## src/rtl/plusarg_watchdog.sv

```systemverilog
// plusarg_watchdog: cycle-budget watchdog (IDLE/RUN/EXPIRED) with registered outputs.
// Define PLUSARG_WATCHDOG_FATAL_EN (without SYNTHESIS) to end simulation on expiry.
module plusarg_watchdog #(
    parameter int WIDTH = 32,
    parameter     NAME  = "watchdog"
) (
    input  logic             clock,
    input  logic             reset_n,
    input  logic [31:0]      limit,
    input  logic             enable,
    input  logic             kick,
    input  logic             clear,
    output logic             running,
    output logic             timeout,
    output logic             expired,
    output logic [WIDTH-1:0] count
);
    typedef enum logic [1:0] {IDLE, RUN, EXPIRED} state_t;
    state_t           state, state_d;
    logic [WIDTH-1:0] lim_q, lim_d, count_d, lim_in;
    logic             at_end;
    // Budgets wider than the counter saturate rather than truncate
    assign lim_in = (limit >> WIDTH) != 32'd0 ? '1 : limit[WIDTH-1:0];
    assign at_end = count == lim_q - WIDTH'(1);
    always_comb begin
        state_d = state;
        count_d = count;
        lim_d   = lim_q;
        if (state == IDLE) begin
            count_d = '0;
            if (enable && limit != 32'd0) begin
                state_d = RUN;
                lim_d   = lim_in;
            end
        end else if (state == RUN) begin
            if (!enable) begin
                state_d = IDLE;
                count_d = '0;
            end else if (kick) begin
                count_d = '0;
            end else if (at_end) begin
                state_d = EXPIRED;
                count_d = lim_q;
            end else begin
                count_d = count + WIDTH'(1);
            end
        end else if (clear) begin
            state_d = IDLE;
            count_d = '0;
        end
    end
    always_ff @(posedge clock or negedge reset_n) begin
        if (!reset_n) begin
            state   <= IDLE;
            count   <= '0;
            lim_q   <= '0;
            running <= 1'b0;
            timeout <= 1'b0;
            expired <= 1'b0;
        end else begin
            state   <= state_d;
            count   <= count_d;
            lim_q   <= lim_d;
            running <= state_d == RUN;
            timeout <= state_d == EXPIRED;
            expired <= state_d == EXPIRED && state != EXPIRED;
        end
    end
`ifdef PLUSARG_WATCHDOG_FATAL_EN
`ifndef SYNTHESIS
    always @(posedge clock) begin
        if (reset_n && state == RUN && state_d == EXPIRED) begin
            $display("%s: timeout after %0d cycles", NAME, lim_q);
            $fatal(1);
        end
    end
`endif
`endif
endmodule

```

## config.mk

```make
export PLATFORM = sky130hd
export DESIGN_NAME = plusarg_watchdog
export DESIGN_NICKNAME = d
export VERILOG_FILES = /design/src/rtl/plusarg_watchdog.sv
export SDC_FILE = /design/constraint.sdc
export NUM_CORES = 1
export LEC_CHECK = 0
export ABC_AREA = 1
export BUFFER_PORTS_ARGS = -buffer_cell sky130_fd_sc_hd__buf_2
export CORE_MARGIN = 2
export CORE_UTILIZATION = 52
export DETAILED_ROUTE_END_ITERATION = 10
export GPL_ROUTABILITY_DRIVEN = 1
export PLACE_DENSITY = 0.73
export SLEW_MARGIN = 20
export SYNTH_ARGS = -nofsm -noshare
export SYNTH_HDL_FRONTEND = slang
export SYNTH_SLANG_ARGS = --single-unit
```

## constraint.sdc

```tcl
create_clock -name clock -period 3.05 [get_ports clock]
set_input_delay 0.305 -clock clock [delete_from_list [all_inputs] [get_ports clock]]
set_output_delay 0.305 -clock clock [all_outputs]
set_load 0.03 [all_outputs]
```

==> results of run 1 <==
==> path summary, 6_finish.rpt <==
kind                       startpoint   endpoint  slack (ps)  cells past startpoint
setup / recovery             lim_q[1]  count[26]         300                     16
setup reg to reg             lim_q[1]  count[26]         300                     16
min in group clock               kick    expired         130                      2
hold / removal                reset_n    expired          20                      1
max in group asynchronous     reset_n  count[18]        2340                      2
hold reg to reg              count[3]   count[3]         550                      2
==> per-layer routing <==
layer  share of wire  vias to the layer above  wire length, microns
met5               0                        -                     0
met4           0.040                        0                   728
met3           0.081                       49                  1485
met2            0.45                      298                  8181
met1            0.43                     2800                  7912
li1                -                     2933                     -
==> power by group <==
| group | internal (mW) | switching [mW] | leakage (nW) |
|---|---|---|---|
| clock | 0.590 | 0.386 | 0.126 |
| sequential | 1.01 | 0.131 | 0.906 |
| combinational | 0.275 | 0.625 | 2.07 |
| total | 1.88 | 1.14 | 3.10 |
==> metrics by stage <==
| stage | cell area, sq um | hold WS [ps] | worst slack (ps) | std cells | power [mW] |
|---|---|---|---|---|---|
| 2_1_floorplan | 5418 | 9.409 | 702.0 | 865 | 1.748 |
| 5_1_grt | 6246 | 101.0 | 18.29 | 1081 | 3.190 |
| 3_5_place_dp | 5978 | 432.8 | 294.3 | 1065 | 2.030 |
| 4_1_cts | 6236 | 46.57 | 281.4 | 1081 | 3.008 |
| 6_report | 6246 | 24.42 | 301.0 | 1081 | 3.020 |
| 3_3_place_gp | 5978 | 442.9 | 325.0 | 1065 | 2.030 |
==> synth_stat cells, drive strengths merged, types with 2 or more instances <==
cell,instances,area share
nand3,110,0.10
nor2,113,0.087
nand2,262,0.18
nand3b,5,0.0069
buf,10,0.011
xnor2,5,0.0081
inv,102,0.071
a21oi,8,0.0074
clkbuf,11,0.0076
nand4,21,0.024
nor4,10,0.012
o21ai,77,0.072
or2,2,0.0023
xor2,42,0.068
ha,2,0.0046
dfrtp,69,0.32
nor3,14,0.013
==> what timing repair did <==
item                                    4_1_cts  5_1_grt
gates resized for setup                       0        3
endpoints found under the hold margin         0        0
endpoints found under the setup margin        0       30
==> critical path, stage by stage, from the launching register on <==
cell     delay, ps
dfrtp_1        410
inv_1           90
ha_2           240
nand2_2        100
nor2_4         170
nand3_1        240
o21ai_1        230
nand2_1         70
nand2_1         80
nand2_1         50
nor2_1         120
nand2_1        100
nor2_4         160
buf_6          230
nand3_1        100
nand3_1         90
o21ai_0        100
==> state kept, by name (all words and copies together), names as in the netlist <==
register,cells
count,32
timeout,1
lim_q,32
running,1
state,2
expired,1
==> layout make-up <==
type	count	area share
Tap cell	136	0.02724
Clock inverter	5	0.01703
Multi-Input combinational cell	673	0.5148
Inverter	102	0.06130
Timing Repair Buffer	85	0.07893
Sequential cell	69	0.2764
Clock buffer	11	0.02424
==> kinds of logic (layout without fill, tap and decap cells) <==
| logic type | count (synthesis) | in the layout | share of synthesized area |
|---|---|---|---|
| AND/OR/NAND/NOR | 537 | 537 | 0.4296 |
| buffers and inverters | 123 | 203 | 0.08961 |
| AO/OA/AOI/OAI | 87 | 87 | 0.08153 |
| flip-flops | 69 | 69 | 0.3187 |
| XOR/XNOR | 47 | 47 | 0.07598 |
| adder cells (fa/ha/maj) | 2 | 2 | 0.004618 |
==> flow_metrics.py, run 1 <==
metrics = {
    "die": {
        "num_rows": 37,
        "io_pins": 72,
        "core_sq_um": 10230,
        "die_w_microns": 106.1,
        "die_h_microns": 106.1,
        "die_area_sq_um": 11250,
        "initial_core_util": 0.5295,
    },
    "placement": {
        "hpwl_mm": 13.92,
        "portBuffers": 71,
        "place.gp.congestion": 0.9980,
    },
    "grt": {
        "grt_max_degree": 66,
        "grt_util_met3": 0.05395,
        "grt-ovfl-total": 0,
        "grtUsageMet2": 0.5240,
        "grt_pass1_wl_mm": 29.43,
        "grt_util_met1": 0.4596,
        "first_global_vias": 5727,
        "grt.total_usage": 0.3375,
        "antenna_found_initial": 0,
        "grt-busiest-layer": "met2",
    },
    "yosys": {
        "synth_edf_count": 0,
        "synth_seq_area_share": 0.3187,
        "syn_area_per_cell_sq_um": 6.263,
        "ys_types": 26,
        "synth-seq-cells": 69,
        "synthCells": 865,
        "syn_area_sq_um": 5418,
        "synth-async-reset-ratio": 1.000,
        "syn-num-nets": 904,
        "yosysWarnings": 0,
        "synth-main-ff-cell": "dfrtp_1",
    },
    "final_layout": {
        "syn2layout_area_growth_pct": 15.29,
        "final_cell_mix": "259 x nand2_1, 110 x nand3_1, 102 x inv_1, 101 x nor2_1, 71 x buf_2",
        "n_fill_cell": 1048,
        "layout.nets": 979,
        "seqCellArea_sq_um": 1727,
        "multi_input_area_sq_um": 3216,
        "drive_above_1_share": 0.1280,
        "layout_commonest_cell": "nand2_1",
        "n_antenna_cell": 0,
        "fin_util": 0.6105,
    },
    "sta": {
        "fmax_mhz": 363.8,
        "setup_viol": 0,
        "relSlewSlack": 0.3071,
        "drv_slew": 0,
        "skew_ps": 13.81,
        "rsz0062_at_grt": "no",
        "worst_pin_slew_ps": 1038,
        "fin_crit_sh": 0.9013,
        "tns_ps": 0,
        "fin_crit_ps": 2749,
        "hold_viol_final": 0,
    },
    "route": {
        "drc": 0,
        "drtIter0Drc": 564,
        "num_vias": 6080,
        "via_per_inst": 5.624,
        "drt_wl_total_mm": 18.31,
        "first_pass_iters": 6,
        "wl_per_cell_microns": 16.94,
        "postRouteAntennaNets": 0,
    },
    "pwr": {
        "irDropWorstVdd_mv": 0.2822,
        "leakage_nw": 3.103,
        "powerDensity_nw_per_um2": 483.6,
    },
    "clock_network": {
        "cts_buffers": 9,
        "tritoncts": "built",
        "root_buffer": "clkbuf_8",
        "cts_buffer_depth": 2,
        "cts_hold_buf": 0,
        "numClockSinks": 69,
        "worstSkewPairLatency_ps": 360,
        "postCtsSetupBuffers": 0,
        "clk_pin_slew_ps": 90,
        "h-tree-depth": 3,
    },
    "critical_path": {
        "path_class": "reg -> reg",
        "critical_path_peak_fanout": 17,
        "required_ps": 3250,
        "cp-end-kind": "flip-flop",
        "arrival_ps": 2950,
        "start_kind": "flip-flop",
    },
    "outcome": {
        "status": "finished, final reports clean",
    },
    "run": {
        "maxCapViolCount": 0,
    },
    "worst_hold_path": {
        "min_path_type": "in -> async",
    },
}
Note: power is estimated with default switching activity, not from simulation.
==> run 2: changes to the inputs <==
--- a/config.mk
+++ b/config.mk
@@ -7,6 +7,7 @@
 export LEC_CHECK = 0
 export ABC_AREA = 1
 export BUFFER_PORTS_ARGS = -buffer_cell sky130_fd_sc_hd__buf_2
+export CORE_ASPECT_RATIO = 1.25
 export CORE_MARGIN = 2
 export CORE_UTILIZATION = 52
 export DETAILED_ROUTE_END_ITERATION = 10
==> flow_metrics.py, run 2 (synthesized netlist as in run 1, its figures left out) <==
metrics = {
    "route": {
        "postRouteAntennaNets": 0,
        "drt_wl_total_mm": 20.35,
        "first_pass_iters": 6,
        "via_per_inst": 5.883,
        "num_vias": 6336,
        "drtIter0Drc": 589,
        "wl_per_cell_microns": 18.89,
        "drc": 0,
    },
    "sta": {
        "fin_crit_ps": 2842,
        "rsz0062_at_grt": "no",
        "drv_slew": 0,
        "final.setup.worst_slack_ps": 208.2,
        "skew_ps": 8.031,
        "hold_viol_final": 0,
        "relSlewSlack": 0.2815,
        "fin_crit_sh": 0.9317,
        "fmax_mhz": 351.9,
        "tns_ps": 0,
        "worst_pin_slew_ps": 1077,
        "setup_viol": 0,
    },
    "critical_path": {
        "path_cells": "inv_1 -> ha_4 -> nand2_2 -> nor2_4 -> nand3_2 -> o21ai_1 -> nand2_1 -> nand2_1 -> nand2_1 -> nor2_1 -> nand2_1 -> nor2_4 -> nand2_1 -> buf_12 -> nand2_1 -> nand3_1 -> o21ai_1",
        "arrival_ps": 3090,
        "r2r_end": "count[28]",
        "crit_family": "simple AND/OR/NAND/NOR gates",
        "r2r-start": "lim_q[0]",
        "slowest_delay_ps": 370,
        "start_kind": "flip-flop",
        "critical_path_peak_fanout": 23,
        "required_ps": 3300,
        "path_class": "reg -> reg",
        "cp_num_buf_inv": 2,
        "regToRegSetupSlack_ps": 210,
        "cp_common_cell": "nand2_1",
        "crit_path_top_delay_cell": "dfrtp_1",
        "cp-end-kind": "flip-flop",
        "r2r_cells": 17,
    },
    "grt": {
        "grt-ovfl-total": 0,
        "grt_pass1_wl_mm": 32.35,
        "grt_max_degree": 70,
        "antenna_found_initial": 0,
        "first_global_vias": 6234,
        "grt.total_usage": 0.3779,
    },
    "final_layout": {
        "layout_commonest_cell": "nand2_1",
        "layout.nets": 982,
        "final_cell_mix": "259 x nand2_1, 109 x nand3_1, 102 x inv_1, 101 x nor2_1, 71 x buf_2",
        "drive_above_1_share": 0.1319,
        "n_antenna_cell": 0,
        "n_fill_cell": 947,
        "top_regs": "count x32, lim_q x32, state x2",
        "seqCellArea_sq_um": 1727,
        "final_cells": 1077,
        "multi_input_area_sq_um": 3231,
        "syn2layout_area_growth_pct": 17.78,
    },
    "placement": {
        "dpl.cell_count": 1061,
        "place_ws_ps": 90.16,
        "hpwl_mm": 15.66,
        "place.gp.congestion": 1.059,
        "portBuffers": 71,
    },
    "clock_network": {
        "tritoncts": "built",
        "post_cts_resized": 0,
        "clk_pin_slew_ps": 60,
        "postCtsSetupBuffers": 0,
        "cts_hold_buf": 0,
        "worstSkewPairLatency_ps": 350,
        "cts_buffer_depth": 2,
        "cts_buffers": 9,
        "h-tree-depth": 3,
        "root_buffer": "clkbuf_16",
        "numClockSinks": 69,
    },
    "pwr": {
        "powerDensity_nw_per_um2": 534.0,
        "irDropWorstVdd_mv": 0.3893,
        "power_frac_seq": 0.338,
        "p_int_mw": 2.155,
        "p_comb_frac": 0.288,
        "leakage_nw": 3.162,
        "switchingPower_mw": 1.252,
        "swShare": 0.3675,
        "p_clk_frac": 0.374,
    },
    "worst_hold_path": {
        "min_path_type": "in -> async",
    },
    "die": {
        "die_area_sq_um": 11260,
        "initial_core_util": 0.5361,
        "num_rows": 41,
        "die_h_microns": 118.1,
        "core_sq_um": 10110,
        "die_w_microns": 95.30,
        "io_pins": 72,
    },
    "outcome": {
        "status": "finished, final reports clean",
    },
    "run": {
        "maxCapViolCount": 0,
    },
}
==> run 2: changes by cell type in the layout (fill, tap and decap cells not counted), sizes merged <==
| cell | previous run | this run |
|---|---|---|
| buf | 85 | 88 |
==> run 2: cell type report <==
type | instances | share of cell area
multi-input cells | 673 | 0.5063
inverters | 102 | 0.06000
flip-flops and latches | 69 | 0.2706
clock buffers | 11 | 0.03961
clock inverters | 5 | 0.01667
well taps | 129 | 0.02529
repair buffers | 88 | 0.08157
==> run 2: metal layers <==
metal  track usage  share of wire
met4        0.2418          0.075
met5             0              0
met2        0.6070           0.47
met3       0.06146          0.078
met1        0.4596           0.37
==> run 2: worst max-delay path by stage <==
stage | cells after the start | endpoint | slack, ps | startpoint
floorplan | 13 | count[30] | 700 | count[1]
global placement | 17 | count[28] | 140 | lim_q[0]
detailed placement | 17 | count[28] | 90 | lim_q[0]
CTS | 17 | count[28] | 30 | lim_q[0]
global route | 17 | count[28] | 9 | lim_q[0]
finish | 17 | count[28] | 210 | lim_q[0]
==> run 2: metrics by stage <==
step / cell area, sq um / utilization / power [mW] / hold slack, ps
after global placement: 6005 / 0.5942 / 2.094 / 511.6
after CTS: 6364 / 0.6297 / 3.377 / 167.0
final: 6381 / 0.6314 / 3.408 / 159.2
after detailed placement: 6005 / 0.5942 / 2.103 / 527.3
after global routing: 6381 / 0.6314 / 3.568 / 180.5
after floorplan: 5418 / - / 1.748 / 9.409
==> run 2: power by group through the flow <==
| stage | sequential, mW | clock, mW | combinational (mW) |
|---|---|---|---|
| 2_1_floorplan | 1.12 | 0 | 0.628 |
| 4_1_cts | 1.15 | 1.28 | 0.953 |
| 3_5_place_dp | 1.16 | 0 | 0.942 |
| 5_1_grt | 1.16 | 1.32 | 1.09 |
| 6_report | 1.15 | 1.27 | 0.981 |
| 3_3_place_gp | 1.16 | 0 | 0.933 |
